`src/rtl/manycore_pkg.sv`:
```
// Shared manycore types: flit type, NI transmit FSM states and XY address helpers.
package manycore_pkg;

  localparam int unsigned FLIT_WIDTH_DEF = 32;
  localparam int unsigned XY_X_SHIFT     = 8;

  typedef logic [FLIT_WIDTH_DEF-1:0] flit_t;

  typedef enum logic [2:0] {
    IDLE,
    HEADER,
    SIZE,
    PAYLOAD,
    DONE
  } ni_tx_state_e;

  // Pack router coordinates into the 16-bit {X, Y} address used in header flits.
  function automatic logic [15:0] make_xy(input logic [7:0] x, input logic [7:0] y);
    return (16'(x) << XY_X_SHIFT) | 16'(y);
  endfunction

endpackage

```
`src/rtl/ni_fifo.sv`:
```
// Synchronous FIFO with occupancy count; push and pop may happen in the same
// cycle, even when full. Head is read from registered storage (no fall-through).
module ni_fifo #(
  parameter int unsigned WIDTH = 32,
  parameter int unsigned DEPTH = 16
) (
  input  logic                     clock,
  input  logic                     reset,
  input  logic                     push,
  input  logic [WIDTH-1:0]         push_data,
  input  logic                     pop,
  output logic [WIDTH-1:0]         head,
  output logic [$clog2(DEPTH):0]   count,
  output logic                     full,
  output logic                     empty
);

  localparam int unsigned AW = $clog2(DEPTH);
  localparam int unsigned CW = AW + 1;

  logic [WIDTH-1:0] mem_q [DEPTH];
  logic [AW-1:0]    wr_ptr_q, wr_ptr_d;
  logic [AW-1:0]    rd_ptr_q, rd_ptr_d;
  logic [CW-1:0]    count_q,  count_d;
  logic             push_ok, pop_ok;

  assign full  = (count_q == CW'(DEPTH));
  assign empty = (count_q == '0);
  assign count = count_q;
  assign head  = mem_q[rd_ptr_q];

  // Accept a push when there is room or a pop frees a slot this cycle.
  always_comb begin
    push_ok  = push & (~full | pop);
    pop_ok   = pop & ~empty;
    wr_ptr_d = wr_ptr_q;
    rd_ptr_d = rd_ptr_q;
    count_d  = count_q;
    if (push_ok) wr_ptr_d = wr_ptr_q + AW'(1);
    if (pop_ok)  rd_ptr_d = rd_ptr_q + AW'(1);
    count_d = count_q + CW'(push_ok) - CW'(pop_ok);
  end

  // Pointer and count registers.
  always_ff @(posedge clock) begin
    if (reset) begin
      wr_ptr_q <= '0;
      rd_ptr_q <= '0;
      count_q  <= '0;
    end else begin
      wr_ptr_q <= wr_ptr_d;
      rd_ptr_q <= rd_ptr_d;
      count_q  <= count_d;
    end
  end

  // Storage array; contents need no reset since pointers define validity.
  always_ff @(posedge clock) begin
    if (push_ok) mem_q[wr_ptr_q] <= push_data;
  end

endmodule

```
`src/rtl/ni_tx_injector.sv`:
```
// NI transmit stage: buffers payload flits and serialises header/size/payload
// onto the router LOCAL port under credit flow control.
// Optional statistics counters are enabled by defining NI_TX_STATS_EN.
module ni_tx_injector
  import manycore_pkg::*;
#(
  parameter int unsigned FLIT_WIDTH = 32,
  parameter int unsigned BUF_DEPTH  = 16,
  parameter int unsigned LEN_WIDTH  = 16
) (
  input  logic                        clock,
  input  logic                        reset,
  input  logic                        wr_en,
  input  logic [FLIT_WIDTH-1:0]       wr_data,
  input  logic                        start,
  input  logic [15:0]                 dest_xy,
  input  logic [LEN_WIDTH-1:0]        len,
  output logic                        tx,
  output logic [FLIT_WIDTH-1:0]       data_o,
  input  logic                        credit_i,
  output logic                        busy,
  output logic                        buf_full,
  output logic [$clog2(BUF_DEPTH):0]  buf_count,
  output logic                        overflow,
  output logic [31:0]                 pkt_sent,
  output logic [31:0]                 stall_cycles
);

  ni_tx_state_e           state_q, state_d;
  logic [15:0]            dest_q, dest_d;
  logic [LEN_WIDTH-1:0]   len_q, len_d;
  logic [LEN_WIDTH-1:0]   rem_q, rem_d;
  logic                   overflow_q, overflow_d;
  logic                   pop_c;
  logic                   fifo_empty;
  logic [FLIT_WIDTH-1:0]  fifo_head;

  ni_fifo #(
    .WIDTH (FLIT_WIDTH),
    .DEPTH (BUF_DEPTH)
  ) u_fifo (
    .clock     (clock),
    .reset     (reset),
    .push      (wr_en),
    .push_data (wr_data),
    .pop       (pop_c),
    .head      (fifo_head),
    .count     (buf_count),
    .full      (buf_full),
    .empty     (fifo_empty)
  );

  assign busy     = (state_q != IDLE);
  assign overflow = overflow_q;

  // Next-state and link outputs; a flit moves when tx and credit_i are both high.
  always_comb begin
    state_d    = state_q;
    dest_d     = dest_q;
    len_d      = len_q;
    rem_d      = rem_q;
    tx         = 1'b0;
    data_o     = '0;
    pop_c      = 1'b0;
    overflow_d = overflow_q | (wr_en & buf_full & ~pop_c);
    unique case (state_q)
      IDLE: begin
        if (start) begin
          state_d = HEADER;
          dest_d  = dest_xy;
          len_d   = len;
          rem_d   = len;
        end
      end
      HEADER: begin
        tx     = 1'b1;
        data_o = FLIT_WIDTH'(dest_q);
        if (credit_i) state_d = SIZE;
      end
      SIZE: begin
        tx     = 1'b1;
        data_o = FLIT_WIDTH'(len_q);
        if (credit_i) state_d = (len_q != '0) ? PAYLOAD : DONE;
      end
      PAYLOAD: begin
        tx     = ~fifo_empty;
        data_o = fifo_head;
        if (~fifo_empty && credit_i) begin
          pop_c = 1'b1;
          rem_d = rem_q - LEN_WIDTH'(1);
          if (rem_q == LEN_WIDTH'(1)) state_d = DONE;
        end
      end
      DONE: begin
        state_d = IDLE;
      end
      default: begin
        state_d = IDLE;
      end
    endcase
    // A pop frees a slot, so a simultaneous write into a full buffer is kept.
    overflow_d = overflow_q | (wr_en & buf_full & ~pop_c);
  end

  // Control registers.
  always_ff @(posedge clock) begin
    if (reset) begin
      state_q    <= IDLE;
      dest_q     <= '0;
      len_q      <= '0;
      rem_q      <= '0;
      overflow_q <= 1'b0;
    end else begin
      state_q    <= state_d;
      dest_q     <= dest_d;
      len_q      <= len_d;
      rem_q      <= rem_d;
      overflow_q <= overflow_d;
    end
  end

`ifdef NI_TX_STATS_EN
  logic [31:0] pkt_q, pkt_d;
  logic [31:0] stall_q, stall_d;

  // Statistics: completed packets and cycles stalled on missing credit.
  always_comb begin
    pkt_d   = pkt_q + 32'(state_q == DONE);
    stall_d = stall_q + 32'(tx & ~credit_i);
  end

  // Statistics registers, wrapping modulo 2^32.
  always_ff @(posedge clock) begin
    if (reset) begin
      pkt_q   <= '0;
      stall_q <= '0;
    end else begin
      pkt_q   <= pkt_d;
      stall_q <= stall_d;
    end
  end

  assign pkt_sent     = pkt_q;
  assign stall_cycles = stall_q;
`else
  assign pkt_sent     = '0;
  assign stall_cycles = '0;
`endif

endmodule

```
`config.mk`:
```
export PLATFORM = sky130hd
export DESIGN_NAME = ni_tx_injector
export DESIGN_NICKNAME = d
export VERILOG_FILES = /design/src/rtl/manycore_pkg.sv /design/src/rtl/ni_fifo.sv /design/src/rtl/ni_tx_injector.sv
export SDC_FILE = /design/constraint.sdc
export NUM_CORES = 1
export LEC_CHECK = 0
export CAP_MARGIN = 20
export CORE_MARGIN = 5
export CORE_UTILIZATION = 58
export CTS_CLUSTER_DIAMETER = 150
export CTS_CLUSTER_SIZE = 30
export DETAILED_ROUTE_END_ITERATION = 16
export HOLD_SLACK_MARGIN = 0.15
export PLACE_DENSITY = 0.76
export SLEW_MARGIN = 20
export SYNTH_ARGS = -nofsm -noshare
export SYNTH_HDL_FRONTEND = slang
export SYNTH_SLANG_ARGS = --single-unit
```
`constraint.sdc`:
```
create_clock -name clock -period 4.7 [get_ports clock]
set_input_delay 0.705 -clock clock [delete_from_list [all_inputs] [get_ports clock]]
set_output_delay 0.705 -clock clock [all_outputs]
set_load 0.1 [all_outputs]
```
# Word-level counts from Yosys, hierarchy flattened
# Memory sizes are Yosys's and may differ from the RTL's. A register that Yosys moved wholly into a read port is not among the register bits.
# Index checks and enable logic that the tools add are counted.
[classes]
add_sub_neg = 5
n_mul = 0
div_mod_pow = 0
n_lt_le_gt_ge = 0
n_eq_ne = 10
shift = 0
mux = 18
bitwise_logic = 9
reduce_logical = 10
[op_table]
columns = ["operator", "count"]
rows = [
  ["$pmux 32 s3", 1],
  ["$mux 16", 2],
  ["$pmux 16 s2", 1],
  ["$mux 3", 6],
  ["$eq 16x1->1 const B", 1],
  ["$reduce_bool 16->1", 1],
  ["$sub 16x1->16 const B", 1],
  ["$pmux 3 s4", 1],
  ["$ne 2x2->1 const B", 5],
  ["$add 4x1->4 const B", 2],
  ["$mux 4", 2],
  ["$eq 3x2->1 const B", 2],
  ["$add 5x1->5", 1],
  ["$eq 5x5->1 const B", 1],
  ["$logic_not 5->1", 1],
  ["$reduce_and 5->1", 1],
  ["$sub 5x1->5", 1],
  ["$and 1x1->1", 4],
  ["$mux 1", 4],
  ["$eq 3x1->1 const B", 1],
  ["$logic_not 3->1", 1],
  ["$not 1->1", 3],
  ["$reduce_and 3->1", 1],
  ["$reduce_bool 3->1", 1],
  ["6 further kinds", 7],
]
[totals]
register_bits = 65
latchBits = 0
ramBits = 512
romBits = 0
in_bits = 69
elab_cells = 61
n_memories = 1
[mem_list]
columns = ["memory", "depth", "word_bits", "rd", "rd_ports_with_merged_regs", "write_ports", "line_no", "source"]
rows = [
  ["u_fifo.mem_q", 16, 32, 1, 1, 1, "ni_fifo.sv:21", "logic [WIDTH-1:0] mem_q [DEPTH];"],
]

# Depth between registers and ports, before layout
# Gate-level depths: netlist (run 1).
[depth]
ltp_word = 9
mapped_depth = 13
mapped_depth_nobuf = 13

# Hierarchy
# A second synthesis (run 1) with hierarchy kept.
[unflattened]
hier_cells = 1365
area_unflattened_um2 = 23515.1
[modules_own_cells]
columns = ["mod", "n_inst", "cells_each", "area_each_um2", "seq_area_each_um2"]
rows = [
  ["ni_fifo", 1, 891, 20023.0, 15715.1],
  ["ni_tx_injector", 1, 474, 3492.1, 1041.0],
]

# Worst setup path after synthesis (run 1)
# Ideal clock, no wire load.
[synth_timing]
path_kind = "reg2reg"
from = "register u_fifo.count_q[4], in the netlist u_fifo.count[4]"
to = "register u_fifo.count_q[4], in the netlist u_fifo.count[4]"
setup_time_ps = 71
t_arrival_ps = 6037
required_time_ps = 4629
path_slack_ps = -1408
stages_incl_launch_ff = 11
path_buffers = 0
synth_period_minus_slack_ps = 6108
cell_sequence = "dfxtp_1 -> nor4bb_1 -> a21boi_2 -> ha_1 -> inv_1 -> fa_1 -> inv_1 -> a21oi_1 -> nor2_1 -> or3_1 -> a21oi_1"
[synth_between]
word_cells_on_any_way = 12
[synth_rtl]
columns = ["element", "line_no", "source"]
rows = [
  ["from (decl)", "ni_fifo.sv:24", "logic [CW-1:0] count_q, count_d;"],
  ["from (signal assigned)", "ni_fifo.sv:53", "count_q <= count_d;"],
  ["$eq 5x5->1", "ni_fifo.sv:27", "assign full = (count_q == CW'(DEPTH));"],
  ["named net buf_full", "ni_tx_injector.sv:22", "output logic buf_full,"],
  ["$not 1->1", "ni_fifo.sv:34", "push_ok = push & (~full | pop);"],
  ["$or 1x1->1", "ni_fifo.sv:34", ""],
  ["$and 1x1->1", "ni_fifo.sv:34", ""],
  ["named net u_fifo.push_ok", "ni_fifo.sv:25", "logic push_ok, pop_ok;"],
  ["$add 5x1->5", "ni_fifo.sv:41", "count_d = count_q + CW'(push_ok) - CW'(pop_ok);"],
  ["$sub 5x1->5", "ni_fifo.sv:41", ""],
]
# The timed path passes the listed nets, and every way through them passes these cells.
# A chain may end at the register's enable or synchronous reset.

==> results of run 1 <==
-- report_power, final --
part / leakage (nW) / internal (mW) / switching (mW)
Sequential: 5.19 / 5.85 / 0.169
Combinational: 2.43 / 0.628 / 1.63
Clock: 0.313 / 0.952 / 1.44
-- routing by layer --
layer  GRT usage  wire [µm]
met4      0.0349        751
met5           0          0
met3      0.0294       4020
met2       0.333      22800
met1       0.344      20600
-- cell type report --
cell class	count	share of cell area
clock buffers	40	0.0250
clock inverters	1	0.000782
inverters	13	0.00191
multi-input cells	616	0.241
flip-flops and latches	581	0.655
well taps	525	0.0257
repair buffers	141	0.0506
-- cell usage in the layout (no fill, tap or decap), types with 6 or more instances in the layout --
cell / n
inv_1: 13
nand2_1: 94
buf_4: 60
dfxtp_1: 65
ha_1: 12
nor2_1: 40
conb_1: 64
nand4_1: 6
clkbuf_1: 17
o31ai_1: 17
o21ai_0: 13
or3_1: 6
clkdlybuf4s50_1: 76
clkbuf_16: 23
a21oi_1: 56
a222oi_1: 16
mux2i_1: 16
xor2_1: 6
and2_1: 17
mux4_2: 144
nor2_4: 12
edfxtp_1: 512
mux2_2: 17
-- stage by stage --
stage | worst slack [ps] | utilization | setup TNS, ps | instance area (µm²) | std cells
after global routing | 486 | 0.643 | 0 | 25600 | 1917
after global placement | 1090 | 0.626 | 0 | 24900 | 1876
after detailed placement | 1060 | 0.626 | 0 | 24900 | 1876
after floorplan | -89.9 | - | -89.9 | 23600 | 1342
final | 708 | 0.643 | 0 | 25600 | 1917
after CTS | 632 | 0.643 | 0 | 25600 | 1917
-- final timing paths --
kind	startpoint	endpoint	slack [ps]	cells past startpoint
max reg2reg	state_q[1]	u_fifo.mem_q[15][30]	1660	5
min	dest_q[5]	dest_q[5]	470	2
max	flop	data_o[8]	710	6
min reg2reg	dest_q[5]	dest_q[5]	470	2
-- flip-flops by register name, indices dropped and copies added (netlist names), named ones only --
register,cells
u_fifo.rd_ptr_q,4
state_q,3
u_fifo.count,5
u_fifo.mem_q,512
rem_q,16
u_fifo.wr_ptr_q,4
dest_q,16
overflow,1
len_q,16
-- cell families after synthesis --
kind of cell	count (synthesis)
flip-flops	581
adder cells (fa/ha/maj)	13
XOR/XNOR	9
multiplexers	177
AND/OR/NAND/NOR	222
buffers and inverters	145
other	1
AO/OA/AOI/OAI	131
-- critical path, stage by stage, from the launching register on --
cell	delay [ps]
dfxtp_4	700
buf_4	370
mux4_2	590
mux2_2	290
a222oi_1	340
o31ai_1	150
buf_4	270
-- cell usage after synthesis (4+ instances only) --
library cell  instances
clkbuf_1             45
inv_1                13
a31oi_1               4
or4_1                 5
a21oi_1              56
nor3_1                9
nand3_1               5
xor2_1                6
a222oi_1             16
nand2b_1              5
buf_1                 4
and2_1               17
or3_1                 6
nand2_1              94
buf_2                16
nand4_1               6
nor4_1                5
mux2_2               17
o21ai_0              13
ha_1                 12
dfxtp_1              69
nor3b_1               4
nor2_1               52
buf_4                66
mux4_2              144
mux2i_1              16
o31ai_1              17
edfxtp_1            512
==> run_results.csv, run 1 <==
group,metric,value,unit
cts,cts.sinks,581,
cts,cts-hold-fix-buffers,0,
synthesis,synth.distinct_cells,62,
synthesis,yosysSeqAreaShare,0.718,
placed_design,gp_congestion,0.908,
synthesis,synthMuxAreaShare,0.154,
floorplanning,die_w,211,µm
synthesis,synth.area.top_cells,"edfxtp_1 66%, mux4_2 14%, dfxtp_1 5.9%, buf_4 2.1%, nand2_1 1.5%",
synthesis,synth_top_family_by_area,"multiplexers",
timing,finalMaxSlewViolations,0,
power,power,10.7,mW
timing,grt_setup_unrepaired,"false",
synthesis,synth_edf_count,512,
timing,skew,27.1,ps
finish,n_antenna_cell,0,
floorplanning,ioPinCount,174,
global_routing,grt_max_degree,71,
run,cap_violations,0,
finish,multi_input_area,0.00617,mm²
route,dr.pass1.iters,7,
synthesis,synth-async-reset-ratio,0,
timing,fin_crit_sh,0.849,
critical_path,start_kind,"flop",
critical_path,crit_arrival,3290,ps
cts,cts_buffers,23,
power,p_per_area,417,mW/mm²
cts,clkSlewWorstSetupHoldPaths,120,ps
synthesis,synth_top_area_frac,0.659,
power,leakagePower,7.93,nW
route,wl,48200,µm
cts,post-cts-setup-buffers,0,
finish,fin_nets,1458,
critical_path,cp_max_fo,24,
floorplanning,rows,73,
cts,root_buffer,"clkbuf_16",
critical_path,worstSetupEndpointType,"output port",
route,wl_per_cell,25.1,µm
placed_design,dp_hpwl,30400,µm
synthesis,synthAdderAreaFrac,0.00729,
synthesis,avgSynthCellArea,18.3,µm²
synthesis,synth_compound_area_frac,0.0375,
global_routing,grt_overflow,0,
global_routing,grt_pass1_vias,11800,
cts,insertion_delay,560,ps
synthesis,yosys.area.top_type,"edfxtp_1",
global_routing,track_usage,0.216,
global_routing,grt_pass1_wl,73300,µm
synthesis,synthXorXnorAreaFrac,0.00338,
cts,cts_tree,"yes",
global_routing,antenna_found_initial,0,
synthesis,syn_inst,1279,
synthesis,synth_flop_cell,"edfxtp_1",
route,num_vias,11900,
synthesis,yosys.area_share.simple,0.0449,
route,drc,0,
outcome,status,"finished, final reports clean",
timing,finalSetupViolations,0,
critical_path,critPathRequiredTime,3990,ps
timing,timing.fmax,250,MHz
route,first_iter_violations,1427,
power,ir_drop,0.248,mV
synthesis,syn-cell-area,0.0233,mm²
route,ant_nets,0,
cts,htree_levels,1,
floorplanning,core_region_area,0.0398,mm²
placed_design,port_buffers,109,
cts,ctsResizeCount,0,
hold_path,hold_path.class,"flop to flop",
finish,drive_gt1_frac,0.201,
finish,area_delta_synth_final,9.64,%
cts,clockBufferDepth,3,
timing,min_period,3990,ps
route,viasPerCell,6.21,
finish,fill_cells,2700,
timing,max_slew_margin,0.353,
synthesis,yosys_warnings,0,
floorplanning,die_y,211,µm
critical_path,worst-setup-path-type,"flop to output port",
synthesis,synth_seq_cells,581,
floorplanning,dieArea,0.0444,mm²
timing,fin_hold_ws,471,ps
finish,register_area,0.0168,mm²
timing,finalHoldViolations,0,
floorplanning,initial_core_util,0.586,
timing,worst_pin_slew,968,ps
Note: power is estimated with default switching activity, not from simulation.
==> inputs of run 2 (changes only) <==
clock period = 4.12 ns   (was 4.7 ns; I/O delays follow)
==> run_results.csv, run 2 (synthesis results as in run 1) <==
group,metric,value,unit
critical_path,worstRegToRegCells,5,
critical_path,crit_top_cell,"buf_12",
critical_path,worst-setup-path-type,"flop to output port",
timing,max_slew_margin,0.326,
finish,most-common-layout-cells,"512 x edfxtp_1, 144 x mux4_2, 94 x nand2_1",
critical_path,start_kind,"flop",
power,leakagePower,8.09,nW
timing,finalHoldViolations,0,
run,cap_violations,0,
global_routing,grt_pass1_vias,11900,
global_routing,antenna_found_initial,0,
route,dr.pass1.iters,7,
floorplanning,ioPinCount,174,
cts,clockBufferDepth,3,
route,num_vias,12000,
timing,finalSetupViolations,0,
finish,fin_nets,1465,
global_routing,grt_max_degree,46,
floorplanning,dieArea,0.0444,mm²
route,drc,0,
critical_path,reg2reg_from,"state_q[1]",
hold_path,hold_path.class,"flop to flop",
cts,insertion_delay,560,ps
critical_path,worstPathCellList,"buf_12 -> mux4_2 -> mux2_2 -> a222oi_1 -> o31ai_2 -> buf_12",
timing,skew,24.6,ps
cts,cts_tree,"yes",
global_routing,grt_overflow,0,
cts,root_buffer,"clkbuf_16",
critical_path,worstSetupEndpointType,"output port",
timing,min_period,3800,ps
timing,finalMaxSlewViolations,0,
finish,fill_cells,2634,
route,ant_nets,0,
finish,drive_gt1_frac,0.217,
finish,area_delta_synth_final,11.7,%
timing,setup_tns,0,ps
global_routing,track_usage,0.221,
cts,post-cts-setup-buffers,0,
cts,htree_levels,1,
cts,cts-hold-fix-buffers,0,
critical_path,critPathMaxStageDelay,640,ps
critical_path,ff2ff_setup_slack,1160,ps
cts,clkSlewWorstSetupHoldPaths,110,ps
finish,design_area,0.0261,mm²
finish,largest-register,"u_fifo.mem_q",
finish,largest_reg_flops,512,
timing,grt_setup_unrepaired,"false",
finish,n_antenna_cell,0,
critical_path,critPathRequiredTime,3500,ps
route,first_iter_violations,1473,
floorplanning,initial_core_util,0.586,
global_routing,grt_pass1_wl,74600,µm
placed_design,placed_area,0.0254,mm²
route,wl_per_cell,25.7,µm
critical_path,r2r_end,"u_fifo.mem_q[12][13]",
floorplanning,die_y,211,µm
timing,fin_crit_sh,0.921,
route,wl,49500,µm
outcome,status,"finished, final reports clean",
critical_path,slowest_stage,"dfxtp_4",
power,p_per_area,473,mW/mm²
cts,cts_buffers,23,
timing,worst_pin_slew,1010,ps
placed_design,port_buffers,109,
hold_path,hold_depth,2,
power,ir_drop,0.365,mV
timing,timing.fmax,264,MHz
floorplanning,rows,73,
floorplanning,core_region_area,0.0398,mm²
cts,cts.sinks,581,
finish,final_common_cell,"edfxtp_1",
route,viasPerCell,6.26,
cts,ctsResizeCount,0,
placed_design,gp_congestion,0.911,
placed_design,dp_hpwl,31500,µm
critical_path,crit_end,"data_o[7]",
critical_path,cp_max_fo,27,
floorplanning,die_w,211,µm
critical_path,crit_arrival,3180,ps
[run 2: cell type report]
cell class | count | area, µm² | area share
Inverter | 13 | 48.8 | 0.00187
Tap cell | 525 | 657 | 0.0252
Multi-Input combinational cell | 616 | 6250 | 0.240
Clock inverter | 1 | 20.0 | 0.000767
Clock buffer | 40 | 639 | 0.0245
Sequential cell | 581 | 16800 | 0.643
Timing Repair Buffer | 148 | 1700 | 0.0651
[run 2: critical path: cells and delay by family, from the launching register on]
family / cells / cell delay [ps]
AO/OA/AOI/OAI: 2 / 590
buffers and inverters: 2 / 500
flip-flops: 1 / 640
multiplexers: 2 / 850
[run 2: worst min path at each step]
stage	start	end	slack [ps]
final	dest_q[0]	dest_q[0]	470
after global routing	dest_q[9]	dest_q[9]	490
after CTS	dest_q[0]	dest_q[0]	470
after detailed placement	dest_q[0]	dest_q[0]	450
after global placement	dest_q[5]	dest_q[5]	440
after floorplan	dest_q[6]	dest_q[6]	440
[run 2: metrics by stage]
stage               power [mW]  cells  utilization  worst slack, ps  hold WS [ps]
floorplan                 8.90   1342            -             77.1           436
global placement          9.66   1883        0.639              763           444
detailed placement        9.71   1883        0.639              633           450
CTS                       12.4   1924        0.655              284           466
global route              12.8   1924        0.655              179           487
finish                    12.3   1924        0.655              325           466
[run 2: metal layers]
| metal | global-route usage | vias up | part of all wire |
|---|---|---|---|
| met5 | 0 | - | 0 |
| met4 | 0.0409 | 0 | 0.017 |
| met3 | 0.0310 | 50 | 0.079 |
| met2 | 0.357 | 543 | 0.49 |
| met1 | 0.334 | 6283 | 0.41 |
| li1 | - | 5163 | - |
[run 2: power by group]
part | internal (mW) | switching (mW) | total [mW]
Combinational | 0.834 | 1.89 | 2.72
Sequential | 6.67 | 0.194 | 6.87
Clock | 1.09 | 1.66 | 2.75
==> inputs of run 3 (changes only) <==
CORE_UTILIZATION = 51   (was 58)
PLACE_DENSITY = 0.68   (was 0.76)
==> run_results.csv, run 3 (synthesis results as in run 1) <==
group,metric,value,unit
timing,setup_ws,294,ps
global_routing,grt_overflow,0,
cts,root_buffer,"clkbuf_16",
critical_path,worstSetupEndpointType,"output port",
timing,fin_crit_sh,0.929,
cts,cts.sinks,581,
placed_design,dp.cells,1959,
finish,final_common_cell,"edfxtp_1",
timing,max_slew_margin,0.299,
global_routing,grt_pass1_vias,11700,
power,p_seq_frac,0.558,
finish,fin_nets,1466,
critical_path,path_buf_inv,2,
route,viasPerCell,5.92,
placed_design,port_buffers,109,
power,power,12.3,mW
cts,post-cts-setup-buffers,0,
floorplanning,core_region_area,0.0454,mm²
cts,cts-hold-fix-buffers,0,
finish,area_delta_synth_final,11.9,%
power,combinationalPowerShare,0.220,
finish,n_antenna_cell,0,
critical_path,slowest_stage,"dfxtp_4",
cts,insertion_delay,570,ps
finish,most-common-layout-cells,"512 x edfxtp_1, 144 x mux4_2, 94 x nand2_1",
cts,cts_tree,"yes",
route,num_vias,11800,
route,wl_per_cell,25.2,µm
global_routing,track_usage,0.197,
critical_path,worstPathCellList,"buf_4 -> mux4_2 -> mux2_2 -> a222oi_1 -> o31ai_2 -> buf_12",
critical_path,start_kind,"flop",
finish,final_cells,1992,
global_routing,antenna_found_initial,2,
critical_path,crit_arrival,3210,ps
floorplanning,initial_core_util,0.514,
route,wl,50200,µm
cts,ctsResizeCount,0,
route,first_iter_violations,1296,
outcome,status,"finished, final reports clean",
placed_design,gp_congestion,0.848,
timing,finalSetupViolations,0,
cts,cts_buffers,23,
route,drc,0,
finish,drive_gt1_frac,0.221,
critical_path,worst-setup-path-type,"flop to output port",
critical_path,critPathMaxStageDelay,590,ps
floorplanning,ioPinCount,174,
floorplanning,dieArea,0.0502,mm²
timing,setup_tns,0,ps
hold_path,holdCritStartpoint,"dest_q[8]",
power,p_per_area,471,mW/mm²
power,internal_power,8.56,mW
timing,grt_setup_unrepaired,"false",
critical_path,reg2reg_from,"state_q[1]",
floorplanning,die_y,224,µm
cts,clkSlewWorstSetupHoldPaths,110,ps
hold_path,hold_path.class,"flop to flop",
timing,worst_pin_slew,1050,ps
critical_path,critical-path-top-delay-family,"multiplexers",
placed_design,pre_cts_slack,584,ps
route,ant_nets,0,
power,netSwitchingPower,3.76,mW
timing,min_period,3830,ps
timing,fin_hold_ws,472,ps
cts,htree_levels,1,
power,clkPwrFrac,0.222,
power,ir_drop,0.557,mV
timing,timing.fmax,261,MHz
timing,finalHoldViolations,0,
power,leakagePower,8.08,nW
global_routing,grt_pass1_wl,75500,µm
timing,finalMaxSlewViolations,0,
run,cap_violations,0,
floorplanning,die_w,224,µm
global_routing,grt_max_degree,43,
critical_path,critPathRequiredTime,3500,ps
placed_design,dp_hpwl,32300,µm
finish,largest_reg_flops,512,
finish,largest-register,"u_fifo.mem_q",
critical_path,cp_max_fo,17,
timing,skew,20.3,ps
floorplanning,rows,78,
cts,clockBufferDepth,3,
route,dr.pass1.iters,6,
power,switching_share,0.305,
## run 3: worst min-delay path: cells and delay by family (launching register included)
kind	cells	cell delay, ps
flops	1	330
simple gates	1	50
compound gates	1	50
## run 3: per-layer routing
| layer | vias to the layer above | share of wire | global-route usage |
|---|---|---|---|
| met4 | 0 | 0.014 | 0.0298 |
| met5 | - | 0 | 0 |
| li1 | 5163 | - | - |
| met1 | 6177 | 0.42 | 0.289 |
| met2 | 403 | 0.50 | 0.323 |
| met3 | 42 | 0.063 | 0.0318 |
## run 3: final cells by class
class,count,area [µm²]
Tap cell,600,751
Clock buffer,31,606
Timing Repair Buffer,149,1670
Multi-Input combinational cell,616,6260
Clock inverter,2,28.8
Sequential cell,581,16800
Fill cell,3375,19300
Inverter,13,48.8
## run 3: power by group through the flow
| stage | clock (mW) | combinational [mW] | sequential, mW |
|---|---|---|---|
| after floorplan | 0 | 1.85 | 7.05 |
| after global placement | 0 | 2.69 | 6.99 |
| after detailed placement | 0 | 2.71 | 7.00 |
| after CTS | 2.81 | 2.71 | 6.87 |
| after global routing | 3.04 | 2.87 | 6.90 |
| final | 2.74 | 2.71 | 6.87 |
## run 3: path summary, 6_finish.rpt
kind	to	slack, ps	cells past startpoint
hold / removal	dest_q[8]	470	2
setup / recovery	data_o[2]	290	6
hold reg to reg	dest_q[8]	470	2
setup reg to reg	u_fifo.mem_q[8][16]	1120	5
## run 3: per-stage QoR
step,instance area [µm²],utilization
after floorplan,23700,-
after global placement,25500,0.562
after detailed placement,25500,0.562
after CTS,26100,0.576
after global routing,26100,0.576
final,26100,0.576
